[config.mk]
export PLATFORM = sky130hd
export DESIGN_NAME = uart_rx_stream_flat
export DESIGN_NICKNAME = d
export VERILOG_FILES = /design/src/rtl/uart_rx_stream_if.sv /design/src/rtl/uart_rx_stream.sv /design/src/flat_wrapper.sv
export SDC_FILE = /design/constraint.sdc
export NUM_CORES = 1
export LEC_CHECK = 0
export ABC_CLOCK_PERIOD_IN_PS = 3700
export CELL_PAD_IN_SITES_DETAIL_PLACEMENT = 1
export CELL_PAD_IN_SITES_GLOBAL_PLACEMENT = 2
export CORE_MARGIN = 2
export CORE_UTILIZATION = 40
export DETAILED_ROUTE_END_ITERATION = 8
export MAX_ROUTING_LAYER = met4
export PLACE_DENSITY = 0.92
export SLEW_MARGIN = 20
export SYNTH_ARGS = -nofsm -noshare
export SYNTH_HDL_FRONTEND = slang
export SYNTH_SLANG_ARGS = --single-unit
[constraint.sdc]
create_clock -name clk -period 3.7 [get_ports clk]
set_clock_uncertainty 0.05 [all_clocks]
set_input_delay 0.555 -clock clk [delete_from_list [all_inputs] [get_ports clk]]
set_output_delay 0.555 -clock clk [all_outputs]
set_load 0.05 [all_outputs]
[src/rtl/uart_rx_stream_if.sv]
// Byte stream carrying received UART bytes from the receiver to its consumer.
//   data  : head byte offered by the producer
//   valid : producer has a byte available
//   ready : consumer accepts the byte this cycle (qualified by the producer's clk_en)
// Modports: master = producer (uart_rx_stream), slave = consumer.
interface uart_rx_stream_if;
  logic [7:0] data;
  logic       valid;
  logic       ready;

  modport master (output data, output valid, input ready);
  modport slave  (input data, input valid, output ready);
endinterface

[src/rtl/uart_rx_stream.sv]
// UART receiver, 8N1 LSB first, 16x oversampling, feeding a small receive FIFO
// that is presented as a valid/ready byte stream.
// Optional build macro: UART_RX_PARITY_EN selects 8E1 framing with parity check.
// Ports:
//   clk, rst       clock, synchronous active-high reset
//   clk_en         global enable; nothing advances while low
//   i_rxd          raw asynchronous serial line, idle high
//   m_stream       byte stream out (data = FIFO head, valid = FIFO non-empty, ready in)
//   o_frame_err    1-cycle pulse, stop bit sampled low
//   o_parity_err   1-cycle pulse, parity mismatch (constant 0 without the macro)
//   o_overrun      1-cycle pulse, good byte dropped because the FIFO was full
//   o_busy         receiver is inside a frame (not idle)
module uart_rx_stream #(
  parameter int unsigned PRESCALE   = 27,
  parameter int unsigned FIFO_DEPTH = 4
) (
  input  logic             clk,
  input  logic             rst,
  input  logic             clk_en,
  input  logic             i_rxd,
  uart_rx_stream_if.master m_stream,
  output logic             o_frame_err,
  output logic             o_parity_err,
  output logic             o_overrun,
  output logic             o_busy
);

  localparam int unsigned TICK_W = (PRESCALE > 1) ? $clog2(PRESCALE) : 1;
  localparam int unsigned ADDR_W = $clog2(FIFO_DEPTH);
  localparam int unsigned PTR_W  = ADDR_W + 1;

  typedef enum logic [2:0] {
    S_IDLE   = 3'd0,
    S_START  = 3'd1,
    S_DATA   = 3'd2,
    S_STOP   = 3'd3,
`ifdef UART_RX_PARITY_EN
    S_BREAK  = 3'd4,
    S_PARITY = 3'd5
`else
    S_BREAK  = 3'd4
`endif
  } state_e;

  state_e              state_q, state_d;
  logic                rxd_m_q, rxd_m_d;
  logic                rxd_s_q, rxd_s_d;
  logic [TICK_W-1:0]   tick_cnt_q, tick_cnt_d;
  logic [3:0]          samp_cnt_q, samp_cnt_d;
  logic [1:0]          vote_q, vote_d;
  logic                maj_q, maj_d;
  logic [2:0]          bit_cnt_q, bit_cnt_d;
  logic [7:0]          shift_q, shift_d;
  logic [PTR_W-1:0]    wr_ptr_q, wr_ptr_d;
  logic [PTR_W-1:0]    rd_ptr_q, rd_ptr_d;
  logic [7:0]          mem_q [FIFO_DEPTH];
  logic [7:0]          mem_d [FIFO_DEPTH];
  logic                frame_err_q, frame_err_d;
  logic                overrun_q, overrun_d;
  logic                busy_q, busy_d;
`ifdef UART_RX_PARITY_EN
  logic                par_err_q, par_err_d;
  logic                parity_err_q, parity_err_d;
`endif

  logic                tick_c;
  logic                mid_c;
  logic                end_c;
  logic                maj_c;
  logic                push_c;
  logic                pop_c;
  logic                full_c;
  logic                valid_c;

  // FIFO status from the pointers: extra MSB distinguishes full from empty.
  always_comb begin
    valid_c = (wr_ptr_q != rd_ptr_q);
    full_c  = (wr_ptr_q[ADDR_W] != rd_ptr_q[ADDR_W]) &&
              (wr_ptr_q[ADDR_W-1:0] == rd_ptr_q[ADDR_W-1:0]);
    pop_c   = clk_en && valid_c && m_stream.ready;
  end

  // Oversampling timebase, bit voting, receive FSM and FIFO next state.
  always_comb begin
    state_d    = state_q;
    rxd_m_d    = rxd_m_q;
    rxd_s_d    = rxd_s_q;
    tick_cnt_d = tick_cnt_q;
    samp_cnt_d = samp_cnt_q;
    vote_d     = vote_q;
    maj_d      = maj_q;
    bit_cnt_d  = bit_cnt_q;
    shift_d    = shift_q;
    wr_ptr_d   = wr_ptr_q;
    rd_ptr_d   = rd_ptr_q;
    mem_d      = mem_q;
    frame_err_d = 1'b0;
    overrun_d   = 1'b0;
    push_c      = 1'b0;
`ifdef UART_RX_PARITY_EN
    par_err_d    = par_err_q;
    parity_err_d = 1'b0;
`endif

    if (clk_en) begin
      rxd_m_d = i_rxd;
      rxd_s_d = rxd_m_q;
    end

    tick_c = clk_en && (tick_cnt_q == TICK_W'(PRESCALE - 1));
    if (clk_en) begin
      tick_cnt_d = tick_c ? '0 : tick_cnt_q + TICK_W'(1);
    end
    if (tick_c) begin
      samp_cnt_d = samp_cnt_q + 4'd1;
    end

    // Samples 7 and 8 are stored; sample 9 is the live line value.
    if (tick_c && (samp_cnt_q == 4'd7)) vote_d[0] = rxd_s_q;
    if (tick_c && (samp_cnt_q == 4'd8)) vote_d[1] = rxd_s_q;
    maj_c = (vote_q[0] & vote_q[1]) | (vote_q[0] & rxd_s_q) | (vote_q[1] & rxd_s_q);
    mid_c = tick_c && (samp_cnt_q == 4'd9);
    end_c = tick_c && (samp_cnt_q == 4'd15);
    if (mid_c) maj_d = maj_c;

    case (state_q)
      S_IDLE: begin
        // Re-phase the timebase on the falling edge of the start bit.
        if (clk_en && !rxd_s_q) begin
          state_d    = S_START;
          tick_cnt_d = '0;
          samp_cnt_d = '0;
        end
      end
      S_START: begin
        // Glitch rejected at mid-bit; a real start bit runs to its end before data.
        if (mid_c && maj_c) begin
          state_d = S_IDLE;
        end else if (end_c) begin
          state_d   = S_DATA;
          bit_cnt_d = '0;
`ifdef UART_RX_PARITY_EN
          par_err_d = 1'b0;
`endif
        end
      end
      S_DATA: begin
        if (end_c) begin
          shift_d   = {maj_q, shift_q[7:1]};
          bit_cnt_d = bit_cnt_q + 3'd1;
          if (bit_cnt_q == 3'd7) begin
`ifdef UART_RX_PARITY_EN
            state_d = S_PARITY;
`else
            state_d = S_STOP;
`endif
          end
        end
      end
`ifdef UART_RX_PARITY_EN
      S_PARITY: begin
        // Even parity: data bits XOR parity bit must be zero.
        if (end_c) begin
          par_err_d = (^shift_q) ^ maj_q;
          state_d   = S_STOP;
        end
      end
`endif
      S_STOP: begin
        // Leave at mid-stop so a back-to-back start edge is not missed.
        if (mid_c) begin
          if (!maj_c) begin
            frame_err_d = 1'b1;
            state_d     = S_BREAK;
`ifdef UART_RX_PARITY_EN
          end else if (par_err_q) begin
            parity_err_d = 1'b1;
            state_d      = S_IDLE;
`endif
          end else begin
            push_c  = 1'b1;
            state_d = S_IDLE;
          end
        end
      end
      S_BREAK: begin
        if (clk_en && rxd_s_q) begin
          state_d = S_IDLE;
        end
      end
      default: begin
        state_d = S_IDLE;
      end
    endcase

    // A push into a full FIFO lands only if the head leaves in the same cycle.
    if (push_c) begin
      if (!full_c || pop_c) begin
        mem_d[wr_ptr_q[ADDR_W-1:0]] = shift_q;
        wr_ptr_d = wr_ptr_q + PTR_W'(1);
      end else begin
        overrun_d = 1'b1;
      end
    end
    if (pop_c) begin
      rd_ptr_d = rd_ptr_q + PTR_W'(1);
    end

    busy_d = (state_d != S_IDLE);
  end

  // State registers.
  always_ff @(posedge clk) begin
    if (rst) begin
      state_q     <= S_IDLE;
      rxd_m_q     <= 1'b1;
      rxd_s_q     <= 1'b1;
      tick_cnt_q  <= '0;
      samp_cnt_q  <= '0;
      vote_q      <= 2'b11;
      maj_q       <= 1'b1;
      bit_cnt_q   <= '0;
      shift_q     <= '0;
      wr_ptr_q    <= '0;
      rd_ptr_q    <= '0;
      mem_q       <= '{default: '0};
      frame_err_q <= 1'b0;
      overrun_q   <= 1'b0;
      busy_q      <= 1'b0;
`ifdef UART_RX_PARITY_EN
      par_err_q    <= 1'b0;
      parity_err_q <= 1'b0;
`endif
    end else begin
      state_q     <= state_d;
      rxd_m_q     <= rxd_m_d;
      rxd_s_q     <= rxd_s_d;
      tick_cnt_q  <= tick_cnt_d;
      samp_cnt_q  <= samp_cnt_d;
      vote_q      <= vote_d;
      maj_q       <= maj_d;
      bit_cnt_q   <= bit_cnt_d;
      shift_q     <= shift_d;
      wr_ptr_q    <= wr_ptr_d;
      rd_ptr_q    <= rd_ptr_d;
      mem_q       <= mem_d;
      frame_err_q <= frame_err_d;
      overrun_q   <= overrun_d;
      busy_q      <= busy_d;
`ifdef UART_RX_PARITY_EN
      par_err_q    <= par_err_d;
      parity_err_q <= parity_err_d;
`endif
    end
  end

  // Outputs; the stream head is read straight from storage.
  assign m_stream.data  = mem_q[rd_ptr_q[ADDR_W-1:0]];
  assign m_stream.valid = valid_c;
  assign o_frame_err    = frame_err_q;
  assign o_overrun      = overrun_q;
  assign o_busy         = busy_q;
`ifdef UART_RX_PARITY_EN
  assign o_parity_err   = parity_err_q;
`else
  assign o_parity_err   = 1'b0;
`endif

endmodule

[src/flat_wrapper.sv]
// flat-port wrapper written by rule: the top's interface ports become plain ports
module uart_rx_stream_flat 
#(
  parameter int unsigned PRESCALE   = 27,
  parameter int unsigned FIFO_DEPTH = 4
)
  (clk, rst, clk_en, i_rxd, o_frame_err, o_parity_err, o_overrun, o_busy, m_stream_data, m_stream_valid, m_stream_ready);
  uart_rx_stream_if m_stream_i ();
  input  logic clk;
  input  logic rst;
  input  logic clk_en;
  input  logic i_rxd;
  output logic o_frame_err;
  output logic o_parity_err;
  output logic o_overrun;
  output logic o_busy;
  output wire logic [$bits(m_stream_i.data)-1:0] m_stream_data;
  output wire logic [$bits(m_stream_i.valid)-1:0] m_stream_valid;
  input wire logic [$bits(m_stream_i.ready)-1:0] m_stream_ready;
  assign m_stream_data = m_stream_i.data;
  assign m_stream_valid = m_stream_i.valid;
  assign m_stream_i.ready = m_stream_ready;
  uart_rx_stream #(.PRESCALE(PRESCALE), .FIFO_DEPTH(FIFO_DEPTH)) u_core (.clk(clk), .rst(rst), .clk_en(clk_en), .i_rxd(i_rxd), .m_stream(m_stream_i), .o_frame_err(o_frame_err), .o_parity_err(o_parity_err), .o_overrun(o_overrun), .o_busy(o_busy));
endmodule
## After elaboration in Yosys (flattened, before gate mapping)

Cells that the tools add are included.

| word-level totals | value |
|---|---|
| word-level logic and storage cells | 107 |
| bits of input ports | 5 |
| register bits | 69 |

| operators by class | value |
|---|---|
| $add $sub $neg | 5 |
| equality and inequality tests | 16 |
| bitwise logic cells | 10 |
| order comparisons | 3 |
| reduce and logical (&&, ||, !) cells | 23 |
| multiplexer cells | 31 |

Operator list:

| cell | number |
|---|---|
| $mux 3 | 11 |
| $bwmux 32 | 1 |
| $mux 8 | 3 |
| $mux 5 | 4 |
| $bmux 8 s2 | 1 |
| $demux 8 s2 | 1 |
| $pmux 3 s5 | 1 |
| $eq 4x4->1 const B | 3 |
| $logic_and 1x1->1 | 12 |
| $mux 4 | 3 |
| $add 3x1->3 const B | 3 |
| $eq 3x2->1 const B | 2 |
| $eq 3x3->1 const B | 2 |
| $ge 3x3->1 const B | 2 |
| $not 2->3 | 2 |
| $pmux 3 s2 | 1 |
| $add 5x1->5 const B | 1 |
| $eq 5x5->1 const B | 1 |
| $mux 1 | 5 |
| $add 4x1->4 const B | 1 |
| $eq 4x3->1 const B | 1 |
| $ne 2x1->1 const B | 2 |
| $reduce_and 2->1 | 2 |
| $reduce_and 4->1 | 1 |
| 16 further kinds | 22 |

## Logic depth before layout (Yosys ltp)

Gate-level depths: netlist (run 1).

| logic depth | value |
|---|---|
| depth in word-level cells | 8 |
| gate-level depth with buffers | 8 |
| depth with buffers taken out | 7 |

## Worst setup path after synthesis (run 1)

Ideal clock, no wire load.

| timing | value |
|---|---|
| path type | flip-flop to output port |
| from | register u_core.rd_ptr_q[1] |
| to | output m_stream_valid |
| path slack | 1,920 ps |
| arrival time | 1,175 ps |
| path buffers | 1 |
| cell stages (with the launch flop) | 4 |
| cell sequence | dfxtp_1 > buf_6 > xor2_1 > or3_1 |

| between the ends | value |
|---|---|
| word-level cells in the longest chain between the ends | 1 |

RTL lines:

| element | RTL line | text |
|---|---|---|
| start: declaration | uart_rx_stream.sv:55 | `logic [PTR_W-1:0] rd_ptr_q, rd_ptr_d;` |
| start signal: assignment | uart_rx_stream.sv:245 | `rd_ptr_q <= rd_ptr_d;` |
| $ne 3x3->1 | uart_rx_stream.sv:77 | `valid_c = (wr_ptr_q != rd_ptr_q);` |
| end: declaration | flat_wrapper.sv:18 | `output wire logic [$bits(m_stream_i.valid)-1:0] m_stream_valid;` |

No other way between the ends.

## Worst setup path in the final report (run 1)

| timing | value |
|---|---|
| from | register u_core.rd_ptr_q[0] |
| to | output m_stream_data[3] |

| between the ends | value |
|---|---|
| word-level cells in the longest chain between the ends | 4 |

RTL lines:

| element | RTL line | text |
|---|---|---|
| $not 2->3 (implied by the code) | uart_rx_stream.sv:258 | `assign m_stream.data = mem_q[rd_ptr_q[ADDR_W-1:0]];` |
| $bmux 8 s2 | uart_rx_stream.sv:258 |  |
| $mux 8 (implied by the code) (2 in a row) | uart_rx_stream.sv:258 |  |
| end: declaration | flat_wrapper.sv:17 | `output wire logic [$bits(m_stream_i.data)-1:0] m_stream_data;` |

No other way between the ends. The select of a mux whose other input is x is not followed.

==> metrics, run 1 <==
Yosys warning total 0; CTS tree yes; RSZ-0062 raised after global routing false; diodes inserted 0; ordered cell list for the critical path mux4_2 -> clkdlybuf4s50_1; max-cap viol count 0; via/cell ratio 5.19; vias in the first global route 2,424; Worst Hold Class flip-flop to flip-flop; Slew Viols, Final 0; CP peak stage delay 0.78 ns; clock sinks 69; initial antenna violation count 0; total grt overflow 0; final setup vio count 0; VDD IR max 0.000156 V; register area 0.00138 mm^2; Arr. time, crit path 2.45 ns; Cell Pwr Density 381 mW/mm^2; # resized after CTS 0; Crit. End Element output port; final period utilization 0.825; DR WL/cell ~16 um; Leak 0.00146 uW; DR vias 2,298; detailed-route wire length 6.87 mm; die area 0.00890 mm^2; Initial Utilization 0.418; Total GRT Usage 0.177; first-pass GRT wire length between 10 and 15 mm; Design Area, Final 0.00365 mm^2; later-pin clock latency in the skew report 0.34 ns; outcome completed; flop2flop setup slack approximately 1.3 ns; H-tree depth 3; TritonRoute pass-1 iters 4; Crit Path Max Fanout 11; DRT iter0 DRCs between 60 and 70; CP Data Required Time a little over 3 ns; layout net count about 350; Post-Syn Area 0.00326 mm^2; CTS root buffer clkbuf_8; Die Wd 94.3 um; post-synthesis async set-or-reset flop share 0; total negative slack 0 ns; row count 32; area delta synth->final 11.9%; PortBufs 16; postcts setup bufs 0; share of cells above drive strength 1 0.0968; ANT nets after route 0; Seq/Total Area, Yosys 0.423; max_slew headroom 0.327; area of the multi-input gates 0.00176 mm^2; Layout fillers 882; Final Hold Viols 0; CP Launch Type flip-flop; critical path's slowest cell dfxtp_1; Cell Area, Placed 0.00346 mm^2; cts hold-fix bufs 0; highest clock rate 328 MHz; minimum clock period 3.05 ns; hpwl dp 4.60 mm; GPL Wtd Cong 0.740; number of enable flip-flop cells after synthesis 0; DIE HEIGHT between 90 and 100 um; remaining routing DRC violations 0; Slew @ Worst Pin 1.01 ns; syn_nets 342; Clock Path Buffers 2; final core occ 0.468; I/O Pins 18; pin count of the biggest net entering global routing 68; Distinct cells, synth between 40 and 50; core area a little under 0.008 mm^2; synthesized instance count 325; top_reg_cell synth dfxtp_1; Power Total 1390 uW; CTS buffer count 9; WS Path Type flip-flop to output port; synthesized area per cell 10.0 um^2; Worst-path clk slew 0.07 ns; #FFs+latches synth between 60 and 70
[cell usage after synthesis (2+ instances only)]
| master | count | area (um^2) |
|---|---|---|
| nor2b_1 | 4 | 25.0 |
| o21ai_0 | 8 | 40.0 |
| inv_1 | 7 | 26.3 |
| nand3b_1 | 9 | 67.6 |
| nand2b_1 | 36 | 225 |
| a21oi_1 | 10 | 50.1 |
| or3_1 | 3 | 18.8 |
| mux2i_1 | 33 | 330 |
| buf_4 | 2 | 15.0 |
| ha_1 | 12 | 150 |
| nand2_1 | 28 | 105 |
| or2_2 | 2 | 12.5 |
| mux4_2 | 8 | 180 |
| xor2_1 | 10 | 87.6 |
| and3_1 | 2 | 12.5 |
| buf_2 | 4 | 20.0 |
| nand4_1 | 6 | 37.5 |
| nor3_1 | 3 | 15.0 |
| xnor2_1 | 5 | 43.8 |
| nor2_1 | 23 | 86.3 |
| a211o_1 | 2 | 17.5 |
| and2_1 | 4 | 25.0 |
| buf_6 | 2 | 22.5 |
| clkbuf_1 | 8 | 30.0 |
| dfxtp_1 | 69 | 1380 |
| nand2_8 | 3 | 60.1 |
| nor4_1 | 2 | 12.5 |
[final timing paths]
kind                      startpoint          endpoint  cells after the start
setup / recovery  u_core.rd_ptr_q[0]  m_stream_data[3]                      2
hold / removal        u_core.rxd_m_q    u_core.rxd_s_q                      1
setup reg to reg  u_core.rd_ptr_q[0]  u_core.mem_q[21]                      5
hold reg to reg       u_core.rxd_m_q    u_core.rxd_s_q                      1
[cell type report]
class / instances / share of cell area
Clock buffer: 9 / 0.0339
Clock inverter: 7 / 0.0182
Inverter: 7 / 0.00719
Multi-Input combinational cell: 232 / 0.483
Sequential cell: 69 / 0.378
Tap cell: 102 / 0.0349
Timing Repair Buffer: 17 / 0.0445
[power by group]
| part | switching [uW] | internal [uW] |
|---|---|---|
| registers | 4.82 | 747 |
| logic | 26.1 | 21.0 |
| clock network | 286 | 307 |
[cell families after synthesis]
kind of cell | after synthesis | synth area share
AO/OA/AOI/OAI | 29 | 0.0560
XOR/XNOR | 15 | 0.0403
adder cells (fa/ha/maj) | 13 | 0.0495
buffers and inverters | 24 | 0.0360
flip-flops | 69 | 0.423
multiplexers | 41 | 0.156
other | 1 | 0.00115
AND/OR/NAND/NOR | 133 | 0.237
[worst max-delay path, delay by kind of cell, from the launching register on]
| family | cells | cell delay [ns] |
|---|---|---|
| DFF | 1 | 0.78 |
| buffers and inverters | 1 | 0.72 |
| muxes | 1 | 0.61 |
[state kept, by name, indices dropped and copies added, names as in the netlist]
signal	flops
u_core.tick_cnt_q	5
u_core.rxd_s_q	1
u_core.o_busy	1
u_core.rxd_m_q	1
u_core.o_overrun	1
u_core.shift_q	8
u_core.o_frame_err	1
u_core.vote_q	2
u_core.mem_q	32
u_core.samp_cnt_q	4
u_core.rd_ptr_q	3
u_core.wr_ptr_q	3
u_core.state_q	3
u_core.maj_q	1
u_core.bit_cnt_q	3
[through the flow]
step	worst slack (ns)	hold WS, ns	std cells
2_1_floorplan	1.92	0.377	325
3_3_place_gp	0.870	0.399	427
3_5_place_dp	0.771	0.396	427
4_1_cts	0.593	0.415	443
5_1_grt	0.546	0.452	443
6_report	0.649	0.413	443
[metal layers]
metal	global-route usage	routed length (um)
met1	0.214	3200
met2	0.287	3390
met3	0.0321	126
met4	0.0845	153
met5	-	0
[cells in the final DEF (no fill, tap or decap), types with 10 or more instances in the layout]
| cell type | Yosys | layout |
|---|---|---|
| nand2b_1 | 36 | 36 |
| ha_1 | 12 | 12 |
| mux2i_1 | 33 | 33 |
| dfxtp_1 | 69 | 69 |
| nor2_1 | 23 | 23 |
| a21oi_1 | 10 | 10 |
| nand2_1 | 28 | 28 |
| xor2_1 | 10 | 10 |
| clkdlybuf4s50_1 | 0 | 15 |
Note: power is estimated with default switching activity, not from simulation.
==> inputs of run 2 (changes only) <==
ABC_CLOCK_PERIOD_IN_PS = 3100   (was 3700)
CORE_UTILIZATION = 39   (was 40)
PLACE_DENSITY = 0.9   (was 0.92)
clock period = 3.1 ns   (was 3.7 ns; I/O delays follow)
==> run 2 against run 1 <==
Die area up 2.5%; count of clock-buffer cells in the layout unchanged; wire length up 2.7%; setup slack worse by 0.40 ns; clock power up 26%; non-clock buffer count up 5; total power up 22%; largest power group unchanged.
==> metrics, run 2 (synthesis results as in run 1) <==
outcome completed; layout net count 358 (+1.4%); CTS root buffer clkbuf_8; hpwl dp 4.74 mm (+3.1%); Cell Area, Placed 0.00350 mm^2 (+1.2%); CP Depth 3 (+1); total negative slack 0 ns (unchanged); DR vias 2,333 (+1.5%); flop2flop setup slack 0.87 ns (-0.41 ns); Crit. End Element output port; diodes inserted 0 (unchanged); initial antenna violation count 0 (unchanged); Initial Utilization 0.399 (-0.0188); DRT iter0 DRCs 87 (+26%); worst hold slack 0.410 ns (-0.00262 ns); later-pin clock latency in the skew report 0.35 ns (about the same); area delta synth->final 13.4%; cts hold-fix bufs 0 (unchanged); CP Launch Type flip-flop; share of cells above drive strength 1 0.110 (+0.0131); critical path's slowest cell clkdlybuf4s50_1; final period utilization 0.921; Layout fillers 921 (+4.4%); Leak 0.00149 uW (+1.6%); Slew @ Worst Pin 0.857 ns (-0.152 ns); minimum clock period 2.85 ns; clock sinks 69 (unchanged); crit path to m_stream_valid; I/O Pins 18 (unchanged); register with the most flip-flops u_core.mem_q; row count 33 (+3.1%); Crit Path Max Fanout 9 (-2); DR WL/cell 15.6 um (+0.89%); PortBufs 16 (unchanged); TritonRoute pass-1 iters 4 (unchanged); RSZ-0062 raised after global routing false; Top Registers u_core.mem_q x32, u_core.shift_q x8, u_core.tick_cnt_q x5; first-pass GRT wire length 11.8 mm (unchanged); H-tree depth 3 (unchanged); CP top delay family buffers and inverters; worst r2r src u_core.rd_ptr_q[1]; vias in the first global route 2,447 (+0.95%); Cell Pwr Density 461 mW/mm^2 (+21%); Design Area, Final 0.00370 mm^2 (+1.3%); ANT nets after route 0 (unchanged); Total GRT Usage 0.176 (-0.00119); postcts setup bufs 0 (unchanged); DIE HEIGHT 95.5 um (+1.2%); die area 0.00911 mm^2 (+2.5%); WS Path Type flip-flop to output port; Worst Hold Class flip-flop to flip-flop; VDD IR max 0.000155 V (-0.65%); Final Hold Viols 0 (unchanged); Critical R2R Capture u_core.mem_q[27]; Die Wd 95.5 um (+1.2%); remaining routing DRC violations 0 (unchanged); max-cap viol count 0 (unchanged); core area 0.00818 mm^2 (+4.7%); Slew Viols, Final 0 (unchanged); max_slew headroom 0.428 (+0.101); Worst-path clk slew 0.07 ns (about the same); final setup vio count 0 (unchanged); critical path startpoint u_core.rd_ptr_q[1]; Arr. time, crit path 2.34 ns (-0.11 ns); most frequent cells in the layout dfxtp_1 (69), nand2b_1 (36), mux2i_1 (33); commonest non-fill, non-tap cell in the layout dfxtp_1; CP Data Required Time 2.58 ns (-0.51 ns); via/cell ratio 5.17 (-0.28%); highest clock rate 350 MHz; worst reg-to-reg path cell count 6 (+1); CTS tree yes; pin count of the biggest net entering global routing 61 (-10%); worst path buffer plus inverter count 1 (unchanged); GPL Wtd Cong 0.841 (+14%); CTS buffer count 9 (unchanged); max FFs per register 32 (unchanged); detailed-route wire length 7.06 mm (+2.7%); CP peak stage delay 0.71 ns (-0.07 ns); # resized after CTS 0 (unchanged); Clock Path Buffers 2 (unchanged); ordered cell list for the critical path xor2_1 -> or3_1 -> clkdlybuf4s50_1; total grt overflow 0 (unchanged)
-- run 2: cell type report --
type | count | area [um^2] | area share
sequential | 69 | 1380 | 0.373
inverter | 7 | 26.3 | 0.00710
tap | 105 | 131 | 0.0355
clock inverter | 7 | 72.6 | 0.0196
multi-input combinational | 232 | 1760 | 0.477
timing repair buffer | 22 | 200 | 0.0541
clock buffer | 9 | 124 | 0.0335
-- run 2: per-stage QoR --
step	cells	total power, uW	util	setup WS, ns
floorplan	325	960	-	1.38
global placement	435	974	0.429	0.422
detailed placement	435	975	0.429	0.351
CTS	451	1720	0.453	0.220
global route	451	1770	0.453	0.133
finish	451	1700	0.453	0.245
-- run 2: worst min path at each step --
stage / to / start / cells past startpoint
floorplan: u_core.rxd_s_q / u_core.rxd_m_q / 1
global placement: u_core.rxd_s_q / u_core.rxd_m_q / 1
detailed placement: u_core.rxd_s_q / u_core.rxd_m_q / 1
CTS: u_core.shift_q[7] / u_core.maj_q / 2
global route: u_core.shift_q[7] / u_core.maj_q / 2
finish: u_core.shift_q[7] / u_core.maj_q / 2
-- run 2: report_power, final --
group	total, uW	switching, uW	internal, uW
Clock	750	375	374
Combinational	57.3	31.4	25.9
Sequential	897	6.06	891
-- run 2: worst min-delay path, cell delays in order, from the launching register on --
cell and delay [ns]:
dfxtp_1 0.32, nand2_1 0.05, a21oi_1 0.05
-- run 2: routing by layer --
layer | wire length (um) | global-route usage
met1 | 3380 | 0.217
met2 | 3390 | 0.278
met3 | 157 | 0.0403
met4 | 129 | 0.0738
met5 | 0 | -
